## src/rtl/risc_ctrl_pkg.sv

```systemverilog
// Shared types and encodings for the Simple RISC Machine control FSM.
// Holds the state enum plus mem_cmd, nsel, vsel, opcode and op field encodings.
// No logic lives here apart from one small state-classification helper.
package risc_ctrl_pkg;

  typedef enum logic [4:0] {
    ST_RESET, ST_IF, ST_UPD_PC, ST_DECODE, ST_MOV_IMM, ST_GET_B, ST_EXEC,
    ST_WB, ST_L_ADDR, ST_S_ADDR, ST_L_LA, ST_S_LA, ST_L_RD, ST_S_GETD,
    ST_S_PASS, ST_S_WR, ST_LINK, ST_BR, ST_BX, ST_HALT, ST_FAULT
  } state_t;

  localparam logic [1:0] MEM_NONE = 2'b00;
  localparam logic [1:0] MEM_WR   = 2'b01;
  localparam logic [1:0] MEM_RD   = 2'b11;

  localparam logic [2:0] NSEL_RN = 3'b100;
  localparam logic [2:0] NSEL_RD = 3'b010;
  localparam logic [2:0] NSEL_RM = 3'b001;

  localparam logic [1:0] VSEL_C     = 2'b00;
  localparam logic [1:0] VSEL_PC    = 2'b01;
  localparam logic [1:0] VSEL_IMM   = 2'b10;
  localparam logic [1:0] VSEL_MDATA = 2'b11;

  localparam logic [2:0] OPC_B    = 3'b001;
  localparam logic [2:0] OPC_BL   = 3'b010;  // BL / BLX / BX group
  localparam logic [2:0] OPC_LDR  = 3'b011;
  localparam logic [2:0] OPC_STR  = 3'b100;
  localparam logic [2:0] OPC_ALU  = 3'b101;
  localparam logic [2:0] OPC_MOV  = 3'b110;
  localparam logic [2:0] OPC_HALT = 3'b111;

  localparam logic [1:0] OP_MOV_REG = 2'b00;
  localparam logic [1:0] OP_MOV_IMM = 2'b10;
  localparam logic [1:0] OP_CMP     = 2'b01;
  localparam logic [1:0] OP_MEM     = 2'b00;
  localparam logic [1:0] OP_BX      = 2'b00;
  localparam logic [1:0] OP_BLX     = 2'b10;
  localparam logic [1:0] OP_BL      = 2'b11;

  // States that wait on the memory ready handshake.
  function automatic logic is_mem_wait(state_t s);
    return (s == ST_IF) || (s == ST_L_RD) || (s == ST_S_WR);
  endfunction

endpackage

```

## src/rtl/risc_ctrl_if.sv

```systemverilog
// Control bundle between the FSM (master) and decoder/datapath/memory (slave).
// Purely structural; no latency.
// Handshake is mem_ready from the memory side; the FSM holds its request until it arrives.
import risc_ctrl_pkg::*;

interface risc_ctrl_if;
  logic [2:0] opcode;
  logic [1:0] op;
  logic       mem_ready;
  logic       cond_taken;
  logic       resume;

  logic       loada, loadb, loadc, loads;
  logic       load_ir, load_pc, load_bpc, load_addr;
  logic       asel, bsel, addr_sel, reset_pc;
  logic [1:0] mem_cmd;
  logic [1:0] vsel;
  logic [2:0] nsel;
  logic       write, w, fault;

  modport master (
    input  opcode, op, mem_ready, cond_taken, resume,
    output loada, loadb, loadc, loads, load_ir, load_pc, load_bpc, load_addr,
           asel, bsel, addr_sel, reset_pc, mem_cmd, vsel, nsel, write, w, fault
  );

  modport slave (
    output opcode, op, mem_ready, cond_taken, resume,
    input  loada, loadb, loadc, loads, load_ir, load_pc, load_bpc, load_addr,
           asel, bsel, addr_sel, reset_pc, mem_cmd, vsel, nsel, write, w, fault
  );
endinterface

```

## src/rtl/risc_ctrl_timeout.sv

```systemverilog
// Memory wait counter: counts wait cycles and flags when MEM_TIMEOUT is reached.
// Expired is combinational from the count; count saturates at MEM_TIMEOUT.
// Clear has priority over enable; no backpressure of its own.
module risc_ctrl_timeout #(
  parameter int MEM_TIMEOUT = 15,
  parameter int TMO_W       = $clog2(MEM_TIMEOUT + 1)
) (
  input  logic clk,
  input  logic reset,
  input  logic i_clr,
  input  logic i_en,
  output logic o_expired
);

  logic [TMO_W-1:0] r_cnt;

  assign o_expired = (r_cnt == TMO_W'(MEM_TIMEOUT));

  // Wait-cycle counter, cleared on every state change, saturating at the limit.
  always_ff @(posedge clk or posedge reset) begin
    if (reset)                    r_cnt <= '0;
    else if (i_clr)               r_cnt <= '0;
    else if (i_en && !o_expired)  r_cnt <= r_cnt + 1'b1;
  end

endmodule

```

## src/rtl/risc_ctrl_fsm.sv

```systemverilog
// Control FSM for the Simple RISC Machine: decodes state into datapath/memory controls.
// Moore outputs except load_ir and LDR writeback, which are gated by mem_ready in the same cycle.
// Memory states hold until mem_ready; RISC_CTRL_TIMEOUT_EN bounds that wait and traps to FAULT.
import risc_ctrl_pkg::*;

module risc_ctrl_fsm #(
  parameter int MEM_TIMEOUT = 15,
  parameter int TMO_W       = $clog2(MEM_TIMEOUT + 1)
) (
  input  logic          clk,
  input  logic          reset,
  risc_ctrl_if.master   ctrl
);

  state_t r_state, w_next;
  logic   r_link_bx;      // LINK continues into BX (BLX) rather than BR (BL)
  logic   w_tmo_expired;

  if (MEM_TIMEOUT < 1 || TMO_W < $clog2(MEM_TIMEOUT + 1)) begin : g_bad_cfg
    $error("risc_ctrl_fsm: MEM_TIMEOUT must be >= 1 and TMO_W wide enough to hold it");
  end

`ifdef RISC_CTRL_TIMEOUT_EN
  logic w_tmo_clr, w_tmo_en;
  assign w_tmo_clr = (w_next != r_state);
  assign w_tmo_en  = is_mem_wait(r_state) && !ctrl.mem_ready;

  risc_ctrl_timeout #(.MEM_TIMEOUT(MEM_TIMEOUT), .TMO_W(TMO_W)) u_timeout (
    .clk       (clk),
    .reset     (reset),
    .i_clr     (w_tmo_clr),
    .i_en      (w_tmo_en),
    .o_expired (w_tmo_expired)
  );
`else
  assign w_tmo_expired = 1'b0;
`endif

  // State register; reset enters RESET asynchronously, aborting any access.
  always_ff @(posedge clk or posedge reset) begin
    if (reset) r_state <= ST_RESET;
    else       r_state <= w_next;
  end

  // Remember in DECODE whether a LINK belongs to BLX so LINK need not read op.
  always_ff @(posedge clk or posedge reset) begin
    if (reset)                      r_link_bx <= 1'b0;
    else if (r_state == ST_DECODE)  r_link_bx <= (ctrl.op == OP_BLX);
  end

  // Next-state and state-decoded outputs.
  always_comb begin
    w_next         = r_state;
    ctrl.loada     = 1'b0;
    ctrl.loadb     = 1'b0;
    ctrl.loadc     = 1'b0;
    ctrl.loads     = 1'b0;
    ctrl.load_ir   = 1'b0;
    ctrl.load_pc   = 1'b0;
    ctrl.load_bpc  = 1'b0;
    ctrl.load_addr = 1'b0;
    ctrl.asel      = 1'b0;
    ctrl.bsel      = 1'b0;
    ctrl.addr_sel  = 1'b0;
    ctrl.reset_pc  = 1'b0;
    ctrl.mem_cmd   = MEM_NONE;
    ctrl.vsel      = VSEL_C;
    ctrl.nsel      = 3'b000;
    ctrl.write     = 1'b0;
    ctrl.w         = 1'b0;
    ctrl.fault     = 1'b0;

    case (r_state)
      ST_RESET: begin
        ctrl.reset_pc = 1'b1;
        ctrl.load_pc  = 1'b1;
        w_next        = ST_IF;
      end
      ST_IF: begin
        ctrl.addr_sel = 1'b1;
        ctrl.mem_cmd  = MEM_RD;
        ctrl.load_ir  = ctrl.mem_ready;
        if (ctrl.mem_ready)   w_next = ST_UPD_PC;
        else if (w_tmo_expired) w_next = ST_FAULT;
      end
      ST_UPD_PC: begin
        ctrl.load_pc = 1'b1;
        w_next       = ST_DECODE;
      end
      ST_DECODE: begin
        ctrl.nsel  = NSEL_RN;
        ctrl.loada = 1'b1;
        w_next     = ST_FAULT;
        case (ctrl.opcode)
          OPC_MOV: begin
            if (ctrl.op == OP_MOV_IMM)      w_next = ST_MOV_IMM;
            else if (ctrl.op == OP_MOV_REG) w_next = ST_GET_B;
          end
          OPC_ALU:  w_next = ST_GET_B;
          OPC_LDR:  if (ctrl.op == OP_MEM) w_next = ST_L_ADDR;
          OPC_STR:  if (ctrl.op == OP_MEM) w_next = ST_S_ADDR;
          OPC_B:    w_next = ctrl.cond_taken ? ST_BR : ST_IF;
          OPC_BL: begin
            if (ctrl.op == OP_BL || ctrl.op == OP_BLX) w_next = ST_LINK;
            else if (ctrl.op == OP_BX)                 w_next = ST_BX;
          end
          OPC_HALT: w_next = ST_HALT;
          default:  w_next = ST_FAULT;
        endcase
      end
      ST_MOV_IMM: begin
        ctrl.nsel  = NSEL_RN;
        ctrl.vsel  = VSEL_IMM;
        ctrl.write = 1'b1;
        w_next     = ST_IF;
      end
      ST_GET_B: begin
        ctrl.nsel  = NSEL_RM;
        ctrl.loadb = 1'b1;
        w_next     = ST_EXEC;
      end
      ST_EXEC: begin
        if (ctrl.opcode == OPC_ALU && ctrl.op == OP_CMP) begin
          ctrl.loads = 1'b1;
          w_next     = ST_IF;
        end else begin
          ctrl.loadc = 1'b1;
          ctrl.asel  = (ctrl.opcode == OPC_MOV);
          w_next     = ST_WB;
        end
      end
      ST_WB: begin
        ctrl.nsel  = NSEL_RD;
        ctrl.vsel  = VSEL_C;
        ctrl.write = 1'b1;
        w_next     = ST_IF;
      end
      ST_L_ADDR, ST_S_ADDR: begin
        ctrl.bsel  = 1'b1;
        ctrl.loadc = 1'b1;
        w_next     = (r_state == ST_L_ADDR) ? ST_L_LA : ST_S_LA;
      end
      ST_L_LA, ST_S_LA: begin
        ctrl.load_addr = 1'b1;
        w_next         = (r_state == ST_L_LA) ? ST_L_RD : ST_S_GETD;
      end
      ST_L_RD: begin
        ctrl.mem_cmd = MEM_RD;
        if (ctrl.mem_ready) begin
          ctrl.nsel  = NSEL_RD;
          ctrl.vsel  = VSEL_MDATA;
          ctrl.write = 1'b1;
          w_next     = ST_IF;
        end else if (w_tmo_expired) begin
          w_next = ST_FAULT;
        end
      end
      ST_S_GETD: begin
        ctrl.nsel  = NSEL_RD;
        ctrl.loadb = 1'b1;
        w_next     = ST_S_PASS;
      end
      ST_S_PASS: begin
        ctrl.asel  = 1'b1;
        ctrl.loadc = 1'b1;
        w_next     = ST_S_WR;
      end
      ST_S_WR: begin
        ctrl.mem_cmd = MEM_WR;
        if (ctrl.mem_ready)     w_next = ST_IF;
        else if (w_tmo_expired) w_next = ST_FAULT;
      end
      ST_LINK: begin
        ctrl.nsel  = NSEL_RN;
        ctrl.vsel  = VSEL_PC;
        ctrl.write = 1'b1;
        w_next     = r_link_bx ? ST_BX : ST_BR;
      end
      ST_BR: begin
        ctrl.load_bpc = 1'b1;
        ctrl.load_pc  = 1'b1;
        w_next        = ST_IF;
      end
      ST_BX: begin
        ctrl.nsel     = NSEL_RD;
        ctrl.load_bpc = 1'b1;
        ctrl.load_pc  = 1'b1;
        w_next        = ST_IF;
      end
      ST_HALT: begin
        ctrl.w = 1'b1;
        if (ctrl.resume) w_next = ST_IF;
      end
      ST_FAULT: begin
        ctrl.w     = 1'b1;
        ctrl.fault = 1'b1;
      end
      default: w_next = ST_FAULT;
    endcase
  end

endmodule

```

## src/flat_wrapper.sv

```systemverilog
// flat-port wrapper written by rule: the top's interface ports become plain ports
module risc_ctrl_fsm_flat 
#(
  parameter int MEM_TIMEOUT = 15,
  parameter int TMO_W       = $clog2(MEM_TIMEOUT + 1)
)
  (clk, reset, ctrl_opcode, ctrl_op, ctrl_mem_ready, ctrl_cond_taken, ctrl_resume, ctrl_loada, ctrl_loadb, ctrl_loadc, ctrl_loads, ctrl_load_ir, ctrl_load_pc, ctrl_load_bpc, ctrl_load_addr, ctrl_asel, ctrl_bsel, ctrl_addr_sel, ctrl_reset_pc, ctrl_mem_cmd, ctrl_vsel, ctrl_nsel, ctrl_write, ctrl_w, ctrl_fault);
  risc_ctrl_if ctrl_i ();
  input  logic clk;
  input  logic reset;
  input wire logic [$bits(ctrl_i.opcode)-1:0] ctrl_opcode;
  input wire logic [$bits(ctrl_i.op)-1:0] ctrl_op;
  input wire logic [$bits(ctrl_i.mem_ready)-1:0] ctrl_mem_ready;
  input wire logic [$bits(ctrl_i.cond_taken)-1:0] ctrl_cond_taken;
  input wire logic [$bits(ctrl_i.resume)-1:0] ctrl_resume;
  output wire logic [$bits(ctrl_i.loada)-1:0] ctrl_loada;
  output wire logic [$bits(ctrl_i.loadb)-1:0] ctrl_loadb;
  output wire logic [$bits(ctrl_i.loadc)-1:0] ctrl_loadc;
  output wire logic [$bits(ctrl_i.loads)-1:0] ctrl_loads;
  output wire logic [$bits(ctrl_i.load_ir)-1:0] ctrl_load_ir;
  output wire logic [$bits(ctrl_i.load_pc)-1:0] ctrl_load_pc;
  output wire logic [$bits(ctrl_i.load_bpc)-1:0] ctrl_load_bpc;
  output wire logic [$bits(ctrl_i.load_addr)-1:0] ctrl_load_addr;
  output wire logic [$bits(ctrl_i.asel)-1:0] ctrl_asel;
  output wire logic [$bits(ctrl_i.bsel)-1:0] ctrl_bsel;
  output wire logic [$bits(ctrl_i.addr_sel)-1:0] ctrl_addr_sel;
  output wire logic [$bits(ctrl_i.reset_pc)-1:0] ctrl_reset_pc;
  output wire logic [$bits(ctrl_i.mem_cmd)-1:0] ctrl_mem_cmd;
  output wire logic [$bits(ctrl_i.vsel)-1:0] ctrl_vsel;
  output wire logic [$bits(ctrl_i.nsel)-1:0] ctrl_nsel;
  output wire logic [$bits(ctrl_i.write)-1:0] ctrl_write;
  output wire logic [$bits(ctrl_i.w)-1:0] ctrl_w;
  output wire logic [$bits(ctrl_i.fault)-1:0] ctrl_fault;
  assign ctrl_i.opcode = ctrl_opcode;
  assign ctrl_i.op = ctrl_op;
  assign ctrl_i.mem_ready = ctrl_mem_ready;
  assign ctrl_i.cond_taken = ctrl_cond_taken;
  assign ctrl_i.resume = ctrl_resume;
  assign ctrl_loada = ctrl_i.loada;
  assign ctrl_loadb = ctrl_i.loadb;
  assign ctrl_loadc = ctrl_i.loadc;
  assign ctrl_loads = ctrl_i.loads;
  assign ctrl_load_ir = ctrl_i.load_ir;
  assign ctrl_load_pc = ctrl_i.load_pc;
  assign ctrl_load_bpc = ctrl_i.load_bpc;
  assign ctrl_load_addr = ctrl_i.load_addr;
  assign ctrl_asel = ctrl_i.asel;
  assign ctrl_bsel = ctrl_i.bsel;
  assign ctrl_addr_sel = ctrl_i.addr_sel;
  assign ctrl_reset_pc = ctrl_i.reset_pc;
  assign ctrl_mem_cmd = ctrl_i.mem_cmd;
  assign ctrl_vsel = ctrl_i.vsel;
  assign ctrl_nsel = ctrl_i.nsel;
  assign ctrl_write = ctrl_i.write;
  assign ctrl_w = ctrl_i.w;
  assign ctrl_fault = ctrl_i.fault;
  risc_ctrl_fsm #(.MEM_TIMEOUT(MEM_TIMEOUT), .TMO_W(TMO_W)) u_core (.clk(clk), .reset(reset), .ctrl(ctrl_i));
endmodule
```

## config.mk

```make
export PLATFORM = sky130hd
export DESIGN_NAME = risc_ctrl_fsm_flat
export DESIGN_NICKNAME = d
export VERILOG_FILES = /design/src/rtl/risc_ctrl_pkg.sv /design/src/rtl/risc_ctrl_if.sv /design/src/rtl/risc_ctrl_timeout.sv /design/src/rtl/risc_ctrl_fsm.sv /design/src/flat_wrapper.sv
export SDC_FILE = /design/constraint.sdc
export NUM_CORES = 1
export LEC_CHECK = 0
export CORE_MARGIN = 2
export CORE_UTILIZATION = 45
export DETAILED_ROUTE_END_ITERATION = 6
export PLACE_DENSITY = 0.8
export SYNTH_ARGS = -nofsm -noshare
export SYNTH_HDL_FRONTEND = slang
export SYNTH_SLANG_ARGS = --single-unit
```

## constraint.sdc

```tcl
create_clock -name clk -period 1.69 [get_ports clk]
set_input_delay 0.338 -clock clk [delete_from_list [all_inputs] [get_ports clk]]
set_output_delay 0.338 -clock clk [all_outputs]
set_load 0.01 [all_outputs]
```

==> impl_metrics.tcl, run 1 <==
set metrics [dict create \
    io_buffers 31 \
    yosysSeqAreaShare_pct 16.5 \
    ys_types 47 \
    netlist_area_um2 912 \
    num_rows 16 \
    yosys_warnings 0 \
    haltStage "clock tree synthesis" \
    gp_congestion 0.918 \
    yosys_register_bits 6 \
    synth_cells 134 \
    synth-edff-count 0 \
    ios 32 \
    dp_cells 224 \
    die_w_um 49.0 \
    tool.error "[ERROR DPL-0033] detailed placement checks failed during check placement." \
    ctsHtreeMaxLevel 1 \
    synth_flop_cell "dfrtp_1" \
    run_status "aborted with a tool error" \
    hpwl_um 2600 \
    synth_fp_nets 144 \
    die_y_um 49.0 \
    clkSinkCount 6 \
    cts-root-buf "clkbuf_4" \
    clk_path_buf_depth 2 \
    cts_buffers 3 \
    cts_resized 157 \
    avgSynthCellArea_um2 6.81 \
    ctsHoldBuffers 0 \
    post_cts_buffers 34 \
    synth_async_sr_flop_share_pct 100 \
    start_util_pct 47.0 \
]
==> stage by stage <==
stage	hold slack (ns)	worst slack [ns]	instance area, um2	TNS, ns
2_1_floorplan	0.129	0.0146	912	0
3_3_place_gp	0.549	-0.513	1510	-7.04
3_5_place_dp	0.560	-0.552	1510	-7.71
==> cells by family after synthesis <==
group	synth area share (%)
compound gates	32.7
xor+xnor	0.960
buf+inv	8.51
flops	16.5
mux	1.10
simple gates	40.3
==> cells in the mapped netlist (all sizes together) (2+ instances only) <==
master,count,share of area [%]
nor2,18,8.0
nand2,16,6.6
o21ai,10,5.5
inv,9,3.7
buf,7,4.0
a21oi,6,3.3
and3,6,4.1
dfrtp,6,16
nor2b,6,4.1
nor3,5,3.3
a31oi,4,2.7
nand2b,4,2.7
a22o,3,2.9
nand3,3,2.2
a22oi,2,1.6
nand3b,2,1.6
nor4,2,3.0
o221ai,2,1.9
or4,2,1.6
==> run 2: changes to the inputs <==
Settings changed: CORE_AREA set to 2 2 63 65, CORE_MARGIN 2 to unset, CORE_UTILIZATION 45 to unset, DIE_AREA set to 0 0 65 67, PLACE_DENSITY 0.8 to unset, PLACE_DENSITY_LB_ADDON set to 0.15.
==> run 2 against run 1 <==
Compared with the run above: the flow now finishes, with violations (negative setup slack); synthesized cell count did not move; synthesized area stayed put.
==> impl_metrics.tcl, run 2 <==
set metrics [dict create \
    insertion_delay_ns 0.22 \
    cts_tree "done" \
    cts.clk_slew.worst_paths_ns 0.04 \
    drt-total-wl_um 3990 \
    violations "negative setup slack" \
    nNetsFinal 236 \
    arrival_ns 1.53 \
    hpwl_um 2770 \
    layout_common_cells "buf_4 (49), buf_2 (16), buf_6 (15)" \
    pwr-share-comb_pct 83.8 \
    yosysSeqAreaShare_pct 16.5 \
    fp.dieArea_um2 4360 \
    clkPwrFrac_pct 6.3 \
    rsz0062_at_grt "true" \
    grt_pass1_vias 1370 \
    grt_max_degree 11 \
    ios 32 \
    worstSetupStartpointType "register" \
    synth_cells 134 \
    fin_setup_tns_ns -1.64 \
    clkSinkCount 6 \
    num_rows 22 \
    holdCritPathClass "input pin to asynchronous set/reset pin" \
    critPathCaptureType "primary output" \
    fmax_ghz 0.536 \
    core_um2 3610 \
    ant_nets 0 \
    power.total_uw 3430 \
    period_share_pct 110 \
    viasPerCell 5.09 \
    finalCriticalPeriod_ns 1.87 \
    reg.largest.list "u_core.r_state: 5 flops, u_core.r_link_bx: 1 flops" \
    num_vias 1384 \
    gp_congestion 0.803 \
    clock-skew-final_ns 0.00226 \
    hold_viol 0 \
    cts_buffers 3 \
    setup_slack_ns -0.177 \
    p_switching_uw 1520 \
    yosys_register_bits 6 \
    dp_cells 251 \
    ys_types 47 \
    synth.top_cells.by_area "dfrtp_1 (16%), nand2_1 (6.6%), nor2_1 (6.6%)" \
    tightestPinTransition_ns 0.367 \
    ctsHtreeMaxLevel 1 \
    synth_flop_cell "dfrtp_1" \
    grt_overflow_total 0 \
    crit_required_ns 1.35 \
    drv_slew 0 \
    ir_drop_uv 484 \
    netlist_area_um2 912 \
    ctsHoldBuffers 0 \
    fin_hold_ws_ns 0.326 \
    grt_pass1_wl_um 6110 \
    start_util_pct 25.3 \
    die_w_um 65 \
    die_y_um 67 \
    largest_reg_flops 5 \
    relSlewSlack_pct 75.3 \
    grtUsageTotal_pct 17.9 \
    wire_per_inst_um 14.7 \
    drt_pass1_iterations 4 \
    swShare_pct 44.3 \
    synth_fp_nets 144 \
    antenna_found_initial 0 \
    drt_iter0_markers 49 \
    maxCapViolCount 0 \
    n_antenna_cell 0 \
    crit_type "register to primary output" \
    avgSynthCellArea_um2 6.81 \
    yosys_warnings 0 \
    synth_top_area_share_pct 16.5 \
    cts-root-buf "clkbuf_8" \
    worstPathMaxFanout 5 \
    regMostFlops "u_core.r_state" \
    leakage_uw 0.000911 \
    synth_async_sr_flop_share_pct 100 \
    power_density_nw_per_um2 1760 \
    clk_path_buf_depth 2 \
    yosys.area.top_type "dfrtp_1" \
    seq_power_share_pct 9.9 \
    io_buffers 31 \
    area_growth_pct 114 \
    setup_viol 19 \
    remaining_drc_errors 0 \
    synth-edff-count 0 \
    fin_cells 272 \
    run_status "complete, but fails checks" \
    synthTopCellsByCount "nand2_1 (16), nor2_1 (16), o21ai_0 (10)" \
    p_int_uw 1910 \
    drive_gt1_share_pct 59.4 \
    final_common_cell "buf_4" \
    postLayoutCoreUtil_pct 54.1 \
]
-- run 2: cell counts after synthesis --
No cell type changed its count.
-- run 2: path summary, 6_finish.rpt --
path / start / end / slack, ns / cells after the start
hold reg to reg: u_core.r_link_bx / u_core.r_link_bx / 0.57 / 2
min in group clk: u_core.r_link_bx / u_core.r_link_bx / 0.57 / 2
setup / recovery: u_core.r_state[0] / ctrl_loadc / -0.18 / 8
hold / removal: reset / u_core.r_state[4] / 0.33 / 2
max in group asynchronous: reset / u_core.r_state[1] / 1.16 / 2
setup reg to reg: u_core.r_state[1] / u_core.r_state[1] / -0.11 / 7
-- run 2: power by group through the flow --
stage                     combinational [uW]  sequential, uW  clock, uW
after floorplan                         1070             249          0
after global placement                  2090             324          0
after detailed placement                2090             323          0
after CTS                               2510             326        224
after global routing                    3050             349        229
final                                   2880             340        216
-- run 2: per-layer routing --
| metal | track usage, % | wire length, um | vias up |
|---|---|---|---|
| met3 | 2.20 | 130 | 10 |
| li1 | - | - | 673 |
| met5 | 0 | 0 | - |
| met1 | 20.0 | 1590 | 663 |
| met4 | 7.45 | 108 | 0 |
| met2 | 34.0 | 2160 | 38 |
-- run 2: kinds of logic (layout without fill, tap and decap cells) --
group	count (synthesis)	after routing	share of synthesized area (%)
XOR/XNOR	1	1	0.960
flip-flops	6	6	16.5
AND/OR/NAND/NOR	68	68	40.3
multiplexers	1	1	1.10
buffers and inverters	17	107	8.51
AO/OA/AOI/OAI	41	41	32.7
-- run 2: through the flow --
stage	area, um2	setup WS [ns]
floorplan	912	0.0146
global placement	1580	-0.549
detailed placement	1580	-0.585
CTS	1810	-0.211
global route	1950	-0.238
finish	1950	-0.177
-- run 2: repair_timing --
| item | 4_1_cts | 5_1_grt |
|---|---|---|
| setup endpoints to repair | 26 | 26 |
| buffers inserted | 15 | 3 |
| resized for setup | 122 | 34 |
| pin swaps | 14 | 14 |
| cloned | 0 | 0 |
-- run 2: cell type report --
class	count	area, um2
sequential	6	156
fill	348	1650
tap	48	60.1
timing repair buffer	95	764
clock buffer	3	41.3
multi-input combinational	111	893
inverter	9	36.3
-- run 2: worst max-delay path: stages, from the launching register on --
cell and delay (ns):
dfrtp_2 0.44, buf_6 0.14, buf_6 0.11, buf_6 0.11, nor2_4 0.08, nand2_2 0.06
a2bb2oi_2 0.15, nor2_1 0.09, buf_2 0.14
Note: power is estimated with default switching activity, not from simulation.
